**config.mk**
```make
export PLATFORM = sky130hd
export DESIGN_NAME = inst_loader
export DESIGN_NICKNAME = d
export VERILOG_FILES = /design/src/rtl/inst_loader.sv
export SDC_FILE = /design/constraint.sdc
export NUM_CORES = 1
export LEC_CHECK = 0
export CAP_MARGIN = 20
export CORE_AREA = 2 2 103 105
export DETAILED_ROUTE_END_ITERATION = 8
export DIE_AREA = 0 0 105 107
export PLACE_DENSITY_LB_ADDON = 0.15
export SLEW_MARGIN = 20
export SYNTH_ARGS = -nofsm -noshare
export SYNTH_HDL_FRONTEND = slang
export SYNTH_SLANG_ARGS = --single-unit
export TNS_END_PERCENT = 5
```
**constraint.sdc**
```tcl
create_clock -name clk -period 4.4 [get_ports clk]
set_input_delay 1.1 -clock clk [delete_from_list [all_inputs] [get_ports clk]]
set_output_delay 1.1 -clock clk [all_outputs]
set_load 0.02 [all_outputs]
```
**src/rtl/inst_loader.sv**
```systemverilog
// Instruction-BRAM loader: assembles a big-endian byte stream (word-count header
// followed by program words) into 32-bit BRAM writes, then acknowledges the host.
module inst_loader #(
    parameter int          ADDR_W    = 14,
    parameter logic [2:0]  LOAD_MODE = 3'd1,
    parameter logic [7:0]  ACK_BYTE  = 8'hAA
) (
    input  logic              clk,
    input  logic              rstn,
    input  logic [2:0]        mode,
    input  logic              rx_valid,
    input  logic [7:0]        rx_data,
    input  logic              tx_busy,
    output logic              tx_start,
    output logic [7:0]        tx_data,
    output logic [ADDR_W-1:0] bram_addr,
    output logic [31:0]       bram_din,
    output logic              bram_we,
    output logic [31:0]       word_count,
    output logic              done,
    output logic              error
);

    typedef enum logic [2:0] {
        S_HDR,
        S_DATA,
        S_ACK,
        S_DONE,
        S_ERR
    } state_e;

    localparam logic [32:0]     CAPACITY = 33'd1 << ADDR_W;
    localparam logic [ADDR_W:0] IDX_ONE  = 1;

    state_e            state_q, state_d;
    logic [1:0]        byte_cnt_q, byte_cnt_d;
    logic [23:0]       shift_q, shift_d;
    logic [ADDR_W:0]   word_idx_q, word_idx_d;
    logic [31:0]       word_count_q, word_count_d;
    logic              bram_we_q, bram_we_d;
    logic [ADDR_W-1:0] bram_addr_q, bram_addr_d;
    logic [31:0]       bram_din_q, bram_din_d;
    logic              tx_start_q, tx_start_d;
    logic [7:0]        tx_data_q, tx_data_d;
    logic              done_q, done_d;
    logic              error_q, error_d;

    logic              byte_accept;
    logic              last_byte;
    logic [31:0]       assembled;
    logic [ADDR_W:0]   idx_next;
    logic              last_word;

    assign byte_accept = rx_valid && (mode == LOAD_MODE) &&
                         ((state_q == S_HDR) || (state_q == S_DATA));
    assign last_byte   = byte_accept && (byte_cnt_q == 2'd3);
    assign assembled   = {shift_q, rx_data};
    assign idx_next    = word_idx_q + IDX_ONE;
    // Word index is one bit wider than the address so N == 2**ADDR_W terminates.
    assign last_word   = (32'(idx_next) == word_count_q);

    // State register
    always_ff @(posedge clk) begin
        // NOTE: sequential state uses non-blocking assignments so every flop
        // samples the pre-edge value of its inputs regardless of statement order.
        if (!rstn) state_q <= S_HDR;
        else       state_q <= state_d;
    end

    // Next-state logic
    always_comb begin
        // NOTE: every combinational output gets a default first so no path
        // through the case leaves it unassigned and infers a latch.
        state_d = state_q;
        unique case (state_q)
            S_HDR: begin
                if (last_byte) begin
                    if (assembled == 32'd0)                  state_d = S_ACK;
                    else if ({1'b0, assembled} > CAPACITY)   state_d = S_ERR;
                    else                                     state_d = S_DATA;
                end
            end
            S_DATA: if (last_byte && last_word) state_d = S_ACK;
            S_ACK:  if (!tx_busy)               state_d = S_DONE;
            S_DONE: state_d = S_DONE;
            S_ERR:  state_d = S_ERR;
            default: state_d = S_HDR;
        endcase
    end

    // Output and datapath logic
    always_comb begin
        byte_cnt_d   = byte_cnt_q;
        shift_d      = shift_q;
        word_idx_d   = word_idx_q;
        word_count_d = word_count_q;
        bram_we_d    = 1'b0;
        bram_addr_d  = bram_addr_q;
        bram_din_d   = bram_din_q;
        tx_start_d   = 1'b0;
        tx_data_d    = tx_data_q;
        done_d       = done_q | (state_q == S_DONE);
        error_d      = error_q | (state_d == S_ERR);

        if (byte_accept) begin
            byte_cnt_d = byte_cnt_q + 2'd1;
            shift_d    = assembled[23:0];
        end

        if (last_byte && (state_q == S_HDR)) word_count_d = assembled;

        if (last_byte && (state_q == S_DATA)) begin
            bram_we_d   = 1'b1;
            bram_addr_d = word_idx_q[ADDR_W-1:0];
            bram_din_d  = assembled;
            word_idx_d  = idx_next;
        end

        if ((state_q == S_ACK) && !tx_busy) begin
            tx_start_d = 1'b1;
            tx_data_d  = ACK_BYTE;
        end
    end

    always_ff @(posedge clk) begin
        if (!rstn) begin
            byte_cnt_q   <= '0;
            shift_q      <= '0;
            word_idx_q   <= '0;
            word_count_q <= '0;
            bram_we_q    <= 1'b0;
            bram_addr_q  <= '0;
            bram_din_q   <= '0;
            tx_start_q   <= 1'b0;
            tx_data_q    <= '0;
            done_q       <= 1'b0;
            error_q      <= 1'b0;
        end else begin
            byte_cnt_q   <= byte_cnt_d;
            shift_q      <= shift_d;
            word_idx_q   <= word_idx_d;
            word_count_q <= word_count_d;
            bram_we_q    <= bram_we_d;
            bram_addr_q  <= bram_addr_d;
            bram_din_q   <= bram_din_d;
            tx_start_q   <= tx_start_d;
            tx_data_q    <= tx_data_d;
            done_q       <= done_d;
            error_q      <= error_d;
        end
    end

    assign tx_start   = tx_start_q;
    assign tx_data    = tx_data_q;
    assign bram_addr  = bram_addr_q;
    assign bram_din   = bram_din_q;
    assign bram_we    = bram_we_q;
    assign word_count = word_count_q;
    assign done       = done_q;
    assign error      = error_q;

endmodule

```
# Yosys cells after proc, flatten, opt, wreduce, memory -nomap -nowiden
# Index checks and enable logic that the tools add are counted.
[totals]
reg_bits = 127
input_bits = 15
out_inout_bits = 90
[classes]
n_addsub = 2
order_cmp = 1
n_eq_ne = 8
muxes = 8
bitwise_logic = 2
n_reduce_logical = 11
[op_table]
columns = ["cell", "n"]
rows = [
  ["15-bit by 32-bit == test with 1-bit output", 1],
  ["32-bit by 15-bit greater-than comparator with 1-bit output, second input constant", 1],
  ["32-bit logical NOT", 1],
  ["15-bit by 1-bit adder with 15-bit output, second input constant", 1],
  ["3-bit two-way mux", 5],
  ["3-bit one-hot mux with 5 select lines", 1],
  ["1-bit logical AND", 7],
  ["3-bit by 1-bit == test with 1-bit output, second input constant", 2],
  ["3-bit by 2-bit == test with 1-bit output, second input constant", 2],
  ["3-bit == test, second input constant", 2],
  ["3-bit logical NOT", 1],
  ["2-bit by 1-bit adder with 2-bit output, second input constant", 1],
  ["2-bit == test, second input constant", 1],
  ["1-bit two-way mux", 2],
  ["1-bit bitwise OR", 2],
  ["1-bit logical NOT", 1],
  ["1-bit logical OR", 1],
]

# Depth between registers and ports, before layout
[depth]
depth_word = 9
ltp_mapped = 8

# Least setup slack after synthesis
# Ideal clock, no wire load.
[synth_timing]
path_type = "input -> register"
startpoint = "input port mode[1]"
endpoint = "register state_q[1]"
setup_ns = 0.060
arrival_time_ns = 2.556
t_required_ns = 4.340
setup_slack_ns = 1.785
stages = 7
cell_sequence = "and4bb_1 and2_1 buf_4 nand3_4 or4_1 nor4_2 a41o_1"
[synth_between]
elab_chain_len = 7
elab_cells_between_ends = 8
[synth_rtl]
columns = ["item", "line", "source"]
rows = [
  ["start, declared", "10", "input logic [2:0] mode,"],
  ["3-bit by 1-bit == test with 1-bit output (*)", "54", "assign byte_accept = rx_valid && (mode == LOAD_MODE) &&"],
  ["1-bit logical AND (*) (2 in a row)", "54", ""],
  ["1-bit logical AND (*)", "56", "assign last_byte = byte_accept && (byte_cnt_q == 2'd3);"],
  ["1-bit logical AND", "83", "S_DATA: if (last_byte && last_word) state_d = S_ACK;"],
  ["3-bit two-way mux", "83", ""],
  ["3-bit one-hot mux with 5 select lines (*)", "75", "unique case (state_q)"],
  ["end signal, assigned", "67", "else state_q <= state_d;"],
  ["end, declared", "35", "state_e state_q, state_d;"],
]
# Mark *: on every way between the ends. The rest lies on a longest branch, timed or not.
# A chain may end at the register's enable or synchronous reset.

# Worst setup path in the final report
[layout_timing]
startpoint = "register word_count_q[2], in the netlist word_count[2]"
endpoint = "output port word_count[2]"
[layout_rtl]
columns = ["item", "line", "source"]
rows = [
  ["start, declared", "39", "logic [31:0] word_count_q, word_count_d;"],
  ["start signal, assigned", "142", "word_count_q <= word_count_d;"],
  ["end, declared", "19", "output logic [31:0] word_count,"],
]
# No word-level cell between the ends.

==> metrics.txt <==
GRT overflow=0; most instantiated cells after synthesis=153 x nand2_1, 127 x dfxtp_1, 74 x a21boi_0, 37 x nor2b_1, 32 x mux2i_1; peak supply drop=262 uV; Fillers=approximately 850; Initial Util=0.552; Final Cycle Share=0.633; synth top area cells=dfxtp_1 46%, nand2_1 10%, a21boi_0 10%; CTS resizes=0; I/O pin cnt=between 100 and 150; number of port buffers=100; Crit-path slowest cell=clkdlybuf4s50_1; status=finished, final reports clean; # setup viols final=0; Vias/cell=5.47; Area after DPL=around 6600 um2; drt total wl=14300 um; Mapped Area=5570 um2; fin area=7080 um2; Ys Warns=0; CTS tree=done; NumNets Final=~720; Most Used Layer, Global Route=met2; Slew @ Worst Pin=0.938 ns; Placeable Area=~10000 um2; Synth area leader=dfxtp_1; share of flip-flops with an asynchronous set or reset=0; largest net degree at the start of global routing=72; Final Hold Vio Count=0; H-tree Lvls=4; MaxCap Viol Count=0; Sum Neg Setup Slack=0 ns; crit path DAT=around 1.7 ns; critical path startpoint category=flip-flop; Rel. slew slack=0.373; std cell rows=37; met1 usage=0.326; Post-synth EDFFs=0; Crit path buffers/inverters=1; # diodes=0; Post-DRT Antenna Nets=0; FMAX=359 MHz; drt initial violations=between 150 and 200; met3 GRT Util=0.0596; CP Cell Sequence=clkdlybuf4s50_1; Post-Syn Instances=roughly 630; Synth top area share=0.456; DR DRC count=0; critical path class=reg -> out; Critical Path RT=3.30 ns; RSZ-0062 raised after global routing=no; initial antenna violation count=0; Wirelength per Cell=16.7 um; post-synthesis average cell area=8.82 um2; R2R Setup Slk=around 1.9 ns; root buf cell=clkbuf_8; Area Overhead vs Synth=27.0%; Final GP Congestion=0.814; Tot GR Track Use=0.262; hpwl dp=roughly 9700 um; Final min period=2.79 ns; Clock Tree Buf Depth=2; Post-CTS Setup Inserts=0; die height=about 110 um; die area=11200 um2; via count=around 4700; first-pass GRT wire length=23100 um; CP top delay family=buffers and inverters; clock latency on the worst-skew pair=0.52 ns; drt pass-1 iters=4; total CTS buffers=17; Clock Sinks=127; Power Density=345 nW/um2; most numerous cell in the Yosys netlist=nand2_1; prevailing post-synth register cell=dfxtp_1; Fin Clk Skew=0.00606 ns; Reg clk slew, reported paths=0.06 ns; CP endpoint kind=output pin; Die X=105 um; sequential fraction of the synthesis area=0.456; Worst Hold Class=reg -> reg; vias in the first global route=4475; layout cells sized above 1=0.0600; Worst path max stage delay=0.67 ns; Leak=2.68 nW; flops & latches, synth=about 130; synth unique cells=50; crit path max fanout=6; met2 Use GR=0.449; hold_buf cts=0; Slew Viols, Final=0
## where the power goes
group | switching, mW | internal [mW]
clock network | 0.476 | 0.752
registers | 0.00363 | 1.15
logic | 0.0314 | 0.0287
total | 0.511 | 1.93
## cells by family (layout without fill, tap and decap cells)
family | count (synthesis) | count (layout) | share of synthesized area
other | 1 | 4 | 0.000673
flip-flops | 127 | 127 | 0.456
adder cells (fa/ha/maj) | 2 | 2 | 0.00449
AO/OA/AOI/OAI | 104 | 104 | 0.137
AND/OR/NAND/NOR | 280 | 280 | 0.250
buffers and inverters | 57 | 139 | 0.0494
XOR/XNOR | 29 | 29 | 0.0456
multiplexers | 32 | 32 | 0.0575
## area by class of cell
type	instances	area, um2	area share
Inverter	4	15.0	0.00212
Sequential cell	127	2540	0.359
Timing Repair Buffer	106	1050	0.149
Multi-Input combinational cell	451	2770	0.392
Clock buffer	23	487	0.0688
Tap cell	136	170	0.0240
Clock inverter	6	35.0	0.00495
## worst paths after layout
check | startpoint | to | cells past startpoint
worst min register to register | bram_din[28] | bram_din[28] | 2
worst max register to register | word_idx_q[0] | state_q[1] | 7
worst min-delay path | bram_din[28] | bram_din[28] | 2
worst max-delay path | word_count[2] | word_count[2] | 1
## per-stage QoR
step / utilization / hold WS [ns] / setup WS, ns / instances / power (mW)
2_1_floorplan: - / 0.447 / 1.78 / 635 / 1.22
3_3_place_gp: 0.650 / 0.450 / 1.12 / 824 / 1.24
3_5_place_dp: 0.650 / 0.456 / 1.10 / 824 / 1.24
4_1_cts: 0.701 / 0.462 / 1.60 / 853 / 2.45
5_1_grt: 0.701 / 0.483 / 1.48 / 853 / 2.52
6_report: 0.701 / 0.460 / 1.61 / 853 / 2.44
## sequential cells by signal, summed over array words and instances, names as in the netlist
name	flops
bram_din	32
word_count	32
shift_q	24
word_idx_q	15
bram_addr	14
state_q	3
byte_cnt_q	2
bram_we	1
done	1
error	1
tx_data	1
tx_start	1
## placed cells by master, fill, tap and decap left out, types with 5 or more instances in the layout
master             n
o21ai_0            5
xnor2_1           17
buf_4              5
nand2_1          153
clkbuf_8           6
a21boi_0          74
nor4_1            10
nor2_1            12
clkdlybuf4s50_1   99
nor2b_1           37
xor2_1            12
nor3_1             5
and3_1             6
dfxtp_1          127
mux2i_1           32
and2_1            14
nand3_1           11
clkbuf_16         16
a21oi_1            6
nand4_1            6
## metal layers
| metal | vias up | routed length [um] |
|---|---|---|
| met2 | 132 | 7090 |
| met3 | 17 | 836 |
| li1 | 2283 | - |
| met5 | - | 0 |
| met1 | 2230 | 6180 |
| met4 | 0 | 175 |
Note: power is estimated with default switching activity, not from simulation.
